**config.mk**
```make
export PLATFORM = sky130hd
export DESIGN_NAME = rvdff_pipe
export DESIGN_NICKNAME = d
export VERILOG_FILES = /design/src/rtl/rvdff_pipe_pkg.sv /design/src/rtl/rvdff_pipe_stage.sv /design/src/rtl/rvdff_pipe.sv
export SDC_FILE = /design/constraint.sdc
export NUM_CORES = 1
export LEC_CHECK = 0
export BUFFER_PORTS_ARGS = -buffer_cell sky130_fd_sc_hd__buf_2
export CELL_PAD_IN_SITES_DETAIL_PLACEMENT = 1
export CELL_PAD_IN_SITES_GLOBAL_PLACEMENT = 1
export CORE_UTILIZATION = 40
export CTS_CLUSTER_SIZE = 25
export DETAILED_ROUTE_END_ITERATION = 10
export PLACE_DENSITY_LB_ADDON = 0.1
export SLEW_MARGIN = 10
export SYNTH_ARGS = -nofsm -noshare
export SYNTH_HDL_FRONTEND = slang
export SYNTH_SLANG_ARGS = --single-unit
```
**constraint.sdc**
```tcl
create_clock -name clk -period 4.3 [get_ports clk]
set_input_delay 0.215 -clock clk [delete_from_list [all_inputs] [get_ports clk]]
set_output_delay 0.215 -clock clk [all_outputs]
set_load 0.005 [all_outputs]
```
**src/rtl/rvdff_pipe_pkg.sv**
```systemverilog
// Shared definitions for the rvdff_pipe elastic pipeline register.
package rvdff_pipe_pkg;

  // Occupancy counter width: it must hold 0..DEPTH+1, the extra value
  // covering the optional skid entry.
  function automatic int cnt_width(input int depth);
    return $clog2(depth + 2);
  endfunction

endpackage

```
**src/rtl/rvdff_pipe_stage.sv**
```systemverilog
// One valid/data register of the elastic pipe. Valid clears on rst or clr_i;
// data clears only on rst and otherwise changes only when the stage loads.
module rvdff_pipe_stage #(
  parameter int WIDTH = 32
) (
  input  logic             clk,
  input  logic             rst,
  input  logic             clr_i,
  input  logic             ld_i,
  input  logic             v_i,
  input  logic [WIDTH-1:0] d_i,
  output logic             v_o,
  output logic [WIDTH-1:0] d_o
);

  logic             v_q;
  logic             v_d;
  logic [WIDTH-1:0] d_q;

  // Next valid: squash wins over load, hold otherwise.
  always_comb begin
    v_d = v_q;
    if (clr_i)     v_d = 1'b0;
    else if (ld_i) v_d = v_i;
  end

  // Valid register with synchronous reset.
  always_ff @(posedge clk) begin
    if (rst) v_q <= 1'b0;
    else     v_q <= v_d;
  end

  // Payload register; reset to zero, otherwise loads only with the stage.
  always_ff @(posedge clk) begin
    if (rst)       d_q <= '0;
    else if (ld_i) d_q <= d_i;
  end

  assign v_o = v_q;
  assign d_o = d_q;

endmodule

```
**src/rtl/rvdff_pipe.sv**
```systemverilog
// Elastic pipeline register: WIDTH-bit payload through DEPTH stages with
// valid/ready flow control, bubble collapsing, flush and occupancy count.
// Optional feature macro: RVDFF_PIPE_SKID_EN adds a one-entry input skid
// buffer so in_ready comes straight from a flop.
module rvdff_pipe
  import rvdff_pipe_pkg::*;
#(
  parameter  int WIDTH = 32,
  parameter  int DEPTH = 2,
  localparam int CW    = cnt_width(DEPTH)
) (
  input  logic             clk,
  input  logic             rst,
  input  logic             flush,
  input  logic             in_valid,
  output logic             in_ready,
  input  logic [WIDTH-1:0] in_data,
  output logic             out_valid,
  input  logic             out_ready,
  output logic [WIDTH-1:0] out_data,
  output logic [CW-1:0]    count
);

  logic [DEPTH-1:0] v_q;
  logic [WIDTH-1:0] d_q [DEPTH];
  logic [DEPTH-1:0] adv;
  logic             s0_v_d;
  logic [WIDTH-1:0] s0_d_d;
  logic             in_xfer;
  logic             out_xfer;
  logic [CW-1:0]    count_q;
  logic [CW-1:0]    count_d;

  // Stage i may advance when any stage from i to the output is empty or the
  // output drains; written flat instead of as a chain to avoid a
  // self-referencing vector.
  always_comb begin
    adv = '0;
    for (int i = 0; i < DEPTH; i++) begin
      adv[i] = out_ready;
      for (int j = i; j < DEPTH; j++) begin
        if (!v_q[j]) adv[i] = 1'b1;
      end
    end
  end

`ifdef RVDFF_PIPE_SKID_EN
  logic             skid_v_q;
  logic [WIDTH-1:0] skid_d_q;
  logic             skid_ld;

  assign in_ready = !rst && !flush && !skid_v_q;
  assign in_xfer  = in_valid && in_ready;
  // Fill the skid only when stage 0 cannot take the accepted word; drain it
  // as soon as stage 0 advances.
  assign skid_ld  = skid_v_q ? adv[0] : (in_xfer && !adv[0]);

  rvdff_pipe_stage #(.WIDTH(WIDTH)) u_skid (
    .clk   (clk),
    .rst   (rst),
    .clr_i (flush),
    .ld_i  (skid_ld),
    .v_i   (!skid_v_q),
    .d_i   (in_data),
    .v_o   (skid_v_q),
    .d_o   (skid_d_q)
  );

  // Skid content has priority into stage 0; in_ready is low while it is full.
  assign s0_v_d = skid_v_q || in_xfer;
  assign s0_d_d = skid_v_q ? skid_d_q : in_data;
`else
  assign in_ready = !rst && !flush && adv[0];
  assign in_xfer  = in_valid && in_ready;
  assign s0_v_d   = in_xfer;
  assign s0_d_d   = in_data;
`endif

  for (genvar i = 0; i < DEPTH; i++) begin : g_stage
    if (i == 0) begin : g_first
      rvdff_pipe_stage #(.WIDTH(WIDTH)) u_stage (
        .clk   (clk),
        .rst   (rst),
        .clr_i (flush),
        .ld_i  (adv[i]),
        .v_i   (s0_v_d),
        .d_i   (s0_d_d),
        .v_o   (v_q[i]),
        .d_o   (d_q[i])
      );
    end else begin : g_next
      rvdff_pipe_stage #(.WIDTH(WIDTH)) u_stage (
        .clk   (clk),
        .rst   (rst),
        .clr_i (flush),
        .ld_i  (adv[i]),
        .v_i   (v_q[i-1]),
        .d_i   (d_q[i-1]),
        .v_o   (v_q[i]),
        .d_o   (d_q[i])
      );
    end
  end

  assign out_valid = v_q[DEPTH-1];
  assign out_data  = d_q[DEPTH-1];
  assign out_xfer  = out_valid && out_ready;

  // Occupancy follows the transfers on each side.
  always_comb begin
    count_d = count_q + CW'(in_xfer) - CW'(out_xfer);
  end

  // Occupancy register; flush empties everything, so the count drops to 0.
  always_ff @(posedge clk) begin
    if (rst || flush) count_q <= '0;
    else              count_q <= count_d;
  end

  assign count = count_q;

endmodule
```
==> reports/qor.txt, run 1 <==
Die X-Extent: 84.20 um
vias per cell: 4.745
antenna violations before repair: 0
global route overflow: 0
DIE HEIGHT: 84.20 um
Synth Cell Area: 2703 um^2
Pre-Repair DR Iteration Count: 7
drt wl/cell: 13.13 um
CP Launch Type: register
Multi-input gate area: 944.7 um^2
worst-path cell chain: nand3b_2 > nand3_1 > ha_1 > inv_1 > ha_1 > xor2_1 > xnor2_1 > nor3_1
IO Pins: 73
Primary FF master, synth: dfxtp_1
Worst path max stage delay: 580 ps
Fill cells: 805
Ant. Diodes: 0
top cells by area, synth: dfxtp_1 (50%), nand2_1 (18%), a21oi_1 (11%)
via count: 2,107
fin crit share: 52.38%
most frequent cell after synthesis: nand2_1
Initial DRC Count: 139
post-cts hold buffer count: 0
Max VDD drop: 202.0 uV
post-route ant nets: 0
WP data required: 4480 ps
leading area contributor after synthesis: dfxtp_1
GPL Wtd Cong: 0.7127
final instance area: 2987 um^2
Final min period: 2253 ps
Max-Cap Viols: 0
Synth Net Count: 369
layout cells sized above 1: 26.16%
Async SR Flop Fraction: 0%
CP Capture Type: register
post-CTS resize count: 0
clock root cell: clkbuf_8
synthesis-stage register bit count: 68
P_int: 0.9898 mW
net switching power: 0.2778 mW
Worst setup startpoint: g_stage[1].g_next.u_stage.v_o$_SDFFE_PP0P_
Comb power frac: 6.2%
sequential share of power: 53.1%
# rows: 29
Final #Nets: 403
Critical Path Slowest Stage Cell: nand3b_2
PnR worst setup slack: 2047 ps
Slew headroom: 49.18%
Inserted Clock Buffers: 9
PwrDens: 424.4 nW/um^2
Reg-to-Reg Start: g_stage[1].g_next.u_stage.v_o$_SDFFE_PP0P_
Fin Clk Skew: 6.479 ps
Fmax: 444.0 MHz
sequential area share after synthesis: 50.37%
status: complete, but fails checks
initial core utilization: 42.08%
worst-case clock buffer depth: 2
top cells by count, synth: nand2_1 (128), dfxtp_1 (68), a21oi_1 (59)
worst min-delay path class: input port to register
CP max FO: 33
leakage power: 1.387 nW
clock latency at the later pin of the worst-skew pair: 330 ps
Core ar.: 6422 um^2
worst setup path class: register to register
area grow syn2layout: 10.51%
cell count after synthesis: 330
Reg clk slew, reported paths: 60 ps
first-pass GRT wire length: 9591 um
post-synth top area share: 50.37%
H-tree Lvls: 3
Final Power: 1.268 mW
Overall Global Routing Usage: 17.50%
vias in the first global route: 2,049
Avg Cell Area, Syn: 8.190 um^2
Cell variety after synth: 23
switch share: 21.92%
endpoints failing hold: 0
clock sink count: 68
# setup viols final: 0
Post-synth EDFFs: 0
TNS Setup: 0 ps
RSZ-0062 raised after global routing: no
synth warn: 0
Remaining DRCs: 10
Final Max Slew Viols: 0
DP Wirelength: 3662 um
Post-DP Area: 2796 um^2
Die Area: 7089 um^2
HP Start: flush
Clock power frac: 40.7%
port buffer count: 72
register area: 1361 um^2
Total Wirelength: 5829 um
CTS tree: built
failing checks: design-rule violations
flop2flop setup slack: 2050 ps
Place WS: 1962 ps
Slew @ Worst Pin: 758.9 ps
Worst path most repeated cell: ha_1
WP data arrival: 2430 ps
largest net degree at the start of global routing: 68
postcts setup bufs: 0
==> sequential cells by signal, summed over array words and instances (netlist names) <==
name and cells:
g_stage.g_next.u_stage.d_o 32, g_stage.g_next.u_stage.v_o 1, g_stage.g_first.u_stage.d_o 32, count 2
g_stage.g_first.u_stage.v_o 1
==> final timing paths <==
| check | endpoint | cells after the start |
|---|---|---|
| worst max-delay path | count[1]$_SDFF_PP0_ | 8 |
| worst min register to register | g_stage[1].g_next.u_stage.d_o[15]$_SDFFE_PP0P_ | 2 |
| worst min-delay path | count[1]$_SDFF_PP0_ | 2 |
| worst max register to register | count[1]$_SDFF_PP0_ | 8 |
==> critical path, delay by kind of cell (launching register included) <==
kind	cells	cell delay [ps]
adder cells (fa/ha/maj)	2	410
buffers and inverters	1	50
flip-flops	1	390
XOR/XNOR	2	300
AND/OR/NAND/NOR	3	940
==> logic make-up after synthesis <==
family          after synthesis  synth area share (%)
simple gates                138                 20.19
xor+xnor                      2                0.6483
flops                        68                 50.37
fa+ha+maj                     2                0.9258
compound gates               66                 13.10
buf+inv                      54                 14.77
==> routing by layer <==
metal / global-route usage [%] / part of all wire [%] / vias up
li1: - / - / 1080
met1: 22.81 / 49 / 976
met2: 27.20 / 45 / 45
met3: 4.720 / 4.5 / 6
met4: 7.994 / 1.4 / 0
met5: 0 / 0 / -
==> power groups by stage <==
stage | registers (mW) | logic, mW | clock network [mW]
floorplan | 0.685 | 0.0585 | 0
global placement | 0.687 | 0.0789 | 0
detailed placement | 0.688 | 0.0799 | 0
CTS | 0.674 | 0.0804 | 0.529
global route | 0.676 | 0.0902 | 0.559
finish | 0.673 | 0.0790 | 0.515
==> per-stage QoR <==
stage          hold WS (ps)  util, %  std cells
6_report              84.45    46.50        444
5_1_grt               65.03    46.50        444
4_1_cts               70.08    46.50        444
3_5_place_dp          424.2    43.54        430
3_3_place_gp          417.4    43.54        430
2_1_floorplan         291.6        -        330
==> final cells by class <==
| class | instances | share of cell area, % |
|---|---|---|
| timing repair buffer | 76 | 13.07 |
| clock buffer | 12 | 5.195 |
| sequential | 68 | 45.58 |
| multi-input combinational | 208 | 31.63 |
| tap | 77 | 3.226 |
| inverter | 1 | 0.1257 |
| clock inverter | 2 | 1.173 |
==> placed cells by master, fill, tap and decap left out <==
master	Yosys	final
nand3_1	1	1
nor2b_2	0	1
nor2_1	1	1
ha_1	2	2
a21oi_2	5	5
or2b_1	1	1
a21oi_1	59	59
nor3_1	2	2
buf_2	7	72
bufinv_16	0	1
clkbuf_1	5	1
xnor2_1	1	1
and2_1	2	2
clkinv_2	0	1
nand2_1	128	128
xor2_1	1	1
buf_4	33	4
inv_1	1	1
o21a_1	2	2
clkbuf_8	0	11
and3b_1	1	1
dfxtp_1	68	68
nand3b_2	1	1
Note: power is estimated with default switching activity, not from simulation.
==> inputs of run 2 (changes only) <==
--- a/config.mk
+++ b/config.mk
@@ -5,10 +5,11 @@
 export SDC_FILE = /design/constraint.sdc
 export NUM_CORES = 1
 export LEC_CHECK = 0
+export ABC_AREA = 1
 export BUFFER_PORTS_ARGS = -buffer_cell sky130_fd_sc_hd__buf_2
 export CELL_PAD_IN_SITES_DETAIL_PLACEMENT = 1
 export CELL_PAD_IN_SITES_GLOBAL_PLACEMENT = 1
-export CORE_UTILIZATION = 40
+export CORE_UTILIZATION = 37
 export CTS_CLUSTER_SIZE = 25
 export DETAILED_ROUTE_END_ITERATION = 10
 export PLACE_DENSITY_LB_ADDON = 0.1
==> constraint.sdc (replaced) <==
create_clock -name clk -period 2.3 [get_ports clk]
set_input_delay 0.115 -clock clk [delete_from_list [all_inputs] [get_ports clk]]
set_output_delay 0.115 -clock clk [all_outputs]
set_load 0.005 [all_outputs]
==> run 2 against run 1 <==
  * The run now ends clean
  * Worst setup slack lost 1400 ps
  * Sequential share of layout area decreased by 3.3 points
  * Critical path depth rose by 3
  * Core utilization decreased by 2.6 points
  * Die area increased by 13%
  * Count of clock-buffer cells in the layout unchanged
  * Via count rose by 10%
  * Combinational power up 110%
  * First-iteration DRC count down 63%
  * Synthesized cell count up 23%
  * Flip-flop and latch count did not move
  * Critical path type unchanged
==> reports/qor.txt, run 2 <==
status: finished, final reports clean (was complete, but fails checks)
post-route ant nets: 0 (unchanged)
Max VDD drop: 263.5 uV (was 202.0 uV)
cell count after synthesis: 405 (was 330)
Overall Global Routing Usage: 15.60% (was 17.50%)
first-pass GRT wire length: 9535 um (was 9591 um)
IO Pins: 73 (unchanged)
Die X-Extent: 89.62 um (was 84.20 um)
sequential area share after synthesis: 47.93% (was 50.37%)
Total Wirelength: 5714 um (was 5829 um)
post-cts hold buffer count: 0 (unchanged)
HP Start: in_valid (was flush)
Async SR Flop Fraction: 0% (unchanged)
WP data arrival: 1940 ps (was 2430 ps)
postcts setup bufs: 0 (unchanged)
post-synth top area share: 47.93% (was 50.37%)
CP Capture Type: register (unchanged)
TNS Setup: 0 ps (unchanged)
Reg-to-Reg Start: g_stage[1].g_next.u_stage.v_o$_SDFFE_PP0P_ (unchanged)
Post-synth EDFFs: 0 (unchanged)
R2R Path End: count[1]$_SDFF_PP0_ (unchanged)
clock sink count: 68 (unchanged)
Fill cells: 990 (was 805)
Die Area: 8031 um^2 (was 7089 um^2)
CP Launch Type: register (unchanged)
via count: 2,327 (was 2,107)
most frequent cell after synthesis: nor2_1 (was nand2_1)
CP top delay family: simple AND/OR/NAND/NOR gates (unchanged)
leading area contributor after synthesis: dfxtp_1 (unchanged)
Max-Cap Viols: 0 (unchanged)
Initial DRC Count: 51 (was 139)
H-tree Lvls: 3 (unchanged)
Slew headroom: 50.76% (was 49.18%)
hold depth: 3 (was 2)
Bufs and invs on worst path: 3 (was 1)
worst setup path class: register to register (unchanged)
Core ar.: 7331 um^2 (was 6422 um^2)
Worst path max stage delay: 340 ps (was 580 ps)
flop2flop setup slack: 610 ps (was 2050 ps)
Final #Nets: 481 (was 403)
reg2reg path depth: 11 (was 8)
placed cell count: 530 (was 430)
leakage power: 1.931 nW (was 1.387 nW)
top cells by count, synth: nor2_1 (132), nand2_1 (71), dfxtp_1 (68) (was nand2_1 (128), dfxtp_1 (68), a21oi_1 (59))
Slew @ Worst Pin: 734.0 ps (was 758.9 ps)
layout cells sized above 1: 20.67% (was 26.16%)
initial core utilization: 38.74% (was 42.08%)
Primary FF master, synth: dfxtp_1 (unchanged)
Inserted Clock Buffers: 9 (unchanged)
Remaining DRCs: 0 (was 10)
largest net degree at the start of global routing: 66 (was 68)
worst min-delay path class: input port to register (unchanged)
# setup viols final: 0 (unchanged)
fin crit share: 73.28% (was 52.38%)
vias per cell: 4.278 (was 4.745)
Pre-Repair DR Iteration Count: 4 (was 7)
most common cell after layout, fill and taps aside: nor2_1 (was nand2_1)
P_int: 1.860 mW (was 0.9898 mW)
worst-path cell chain: inv_1 > nor2_4 > nand2_2 > nand2_1 > inv_1 > nand2_1 > ha_1 > inv_1 > ha_1 > nand3_1 > a21oi_1 (was nand3b_2 > nand3_1 > ha_1 > inv_1 > ha_1 > xor2_1 > xnor2_1 > nor3_1)
Reg clk slew, reported paths: 70 ps (was 60 ps)
global route overflow: 0 (unchanged)
net switching power: 0.5309 mW (was 0.2778 mW)
CTS tree: built (unchanged)
Ant. Diodes: 0 (unchanged)
Avg Cell Area, Syn: 7.013 um^2 (was 8.190 um^2)
CP max FO: 14 (was 33)
Comb power frac: 6.8% (was 6.2%)
synthesis-stage register bit count: 68 (unchanged)
Final Max Slew Viols: 0 (unchanged)
Synth Cell Area: 2840 um^2 (was 2703 um^2)
Worst path most repeated cell: inv_1 (was ha_1)
Post-Layout Cell Count: 544 (was 444)
port buffer count: 72 (unchanged)
GPL Wtd Cong: 0.6660 (was 0.7127)
synth warn: 0 (unchanged)
Fin Clk Skew: 6.662 ps (was 6.479 ps)
top cells by area, synth: dfxtp_1 (48%), nor2_1 (17%), nand2_1 (9.4%) (was dfxtp_1 (50%), nand2_1 (18%), a21oi_1 (11%))
drt wl/cell: 10.50 um (was 13.13 um)
DIE HEIGHT: 89.62 um (was 84.20 um)
Synth Net Count: 444 (was 369)
Hold Path Sink: g_stage[0].g_first.u_stage.v_o$_SDFFE_PP0N_ (was count[1]$_SDFF_PP0_)
vias in the first global route: 2,133 (was 2,049)
Clock power frac: 40.3% (was 40.7%)
Final min period: 1685 ps (was 2253 ps)
RSZ-0062 raised after global routing: no (unchanged)
post-CTS resize count: 0 (unchanged)
clock latency at the later pin of the worst-skew pair: 330 ps (about the same)
Fmax: 593.3 MHz (was 444.0 MHz)
area grow syn2layout: 13.30% (was 10.51%)
clock root cell: clkbuf_8 (unchanged)
sequential share of power: 52.8% (was 53.1%)
most frequent cells in the layout: nor2_1 (132), buf_2 (72), nand2_1 (71) (was nand2_1 (128), buf_2 (72), dfxtp_1 (68))
worst-case clock buffer depth: 2 (unchanged)
antenna violations before repair: 0 (unchanged)
PwrDens: 743.0 nW/um^2 (was 424.4 nW/um^2)
endpoints failing hold: 0 (unchanged)
# rows: 31 (was 29)
Cell variety after synth: 15 (was 23)
Critical Path Slowest Stage Cell: dfxtp_1 (was nand3b_2)
WP data required: 2550 ps (was 4480 ps)
switch share: 22.20% (was 21.92%)
DP Wirelength: 3853 um (was 3662 um)
[run 2: through the flow]
stage               hold WS [ps]  utilization, %  setup WS, ps  power [mW]  instance area (um^2)
floorplan                  249.0               -         732.0       1.409                  2840
global placement           370.6           41.30         654.5       1.452                  3028
detailed placement         376.8           41.30         600.0       1.459                  3028
CTS                        22.67           43.90         583.5       2.429                  3218
global route               45.89           43.90         457.5       2.511                  3218
finish                     40.07           43.90         614.6       2.391                  3218
[run 2: worst register-to-register path, stage by stage, from the launching register on]
cell and delay, ps:
dfxtp_1 340, inv_1 80, nor2_4 260, nand2_2 90
nand2_1 70, inv_1 50, nand2_1 60, ha_1 220
inv_1 50, ha_1 150, nand3_1 90, a21oi_1 150
[run 2: worst max path at each step]
stage                                          startpoint  slack [ps]  cells after the start                                             end
2_1_floorplan  g_stage[1].g_next.u_stage.v_o$_SDFFE_PP0P_         730                     12                             count[1]$_SDFF_PP0_
3_3_place_gp                                          rst         650                      5  g_stage[1].g_next.u_stage.d_o[26]$_SDFFE_PP0P_
3_5_place_dp   g_stage[1].g_next.u_stage.v_o$_SDFFE_PP0P_         600                     11                             count[1]$_SDFF_PP0_
4_1_cts        g_stage[1].g_next.u_stage.v_o$_SDFFE_PP0P_         580                     11                             count[1]$_SDFF_PP0_
5_1_grt        g_stage[1].g_next.u_stage.v_o$_SDFFE_PP0P_         460                     11                             count[1]$_SDFF_PP0_
6_report       g_stage[1].g_next.u_stage.v_o$_SDFFE_PP0P_         610                     11                             count[1]$_SDFF_PP0_
[run 2: cell families (layout without fill, tap and decap cells)]
kind of cell               Yosys count  count (layout)  synth area share (%)
and+or+nand+nor                    206             206                 27.62
adders and majority gates            2               2                0.8809
AOI/OAI and AO/OA                   34              34                 5.991
buffers and inverters               95             135                 17.58
DFF                                 68              68                 47.93
[run 2: metal layers]
| layer | routed length (um) | GRT usage, % | vias to the layer above |
|---|---|---|---|
| met4 | 69 | 6.494 | 0 |
| met3 | 175 | 3.291 | 8 |
| met2 | 2753 | 27.41 | 42 |
| met5 | 0 | 0 | - |
| met1 | 2715 | 18.46 | 1042 |
| li1 | - | - | 1235 |
[run 2: power groups by stage]
| stage | clock network [mW] | logic (mW) | registers, mW |
|---|---|---|---|
| 2_1_floorplan | 0 | 0.125 | 1.28 |
| 3_3_place_gp | 0 | 0.164 | 1.29 |
| 3_5_place_dp | 0 | 0.168 | 1.29 |
| 4_1_cts | 0.996 | 0.169 | 1.26 |
| 5_1_grt | 1.04 | 0.197 | 1.27 |
| 6_report | 0.964 | 0.164 | 1.26 |
[run 2: cell type report]
cell class	instances	area, um^2	share of cell area, %
clock buffers	12	155.1	4.821
flip-flops and latches	68	1361	42.30
clock inverters	2	35.03	1.089
repair buffers	77	397.9	12.36
multi-input cells	242	979.7	30.44
well taps	99	123.9	3.849
inverters	44	165.2	5.132
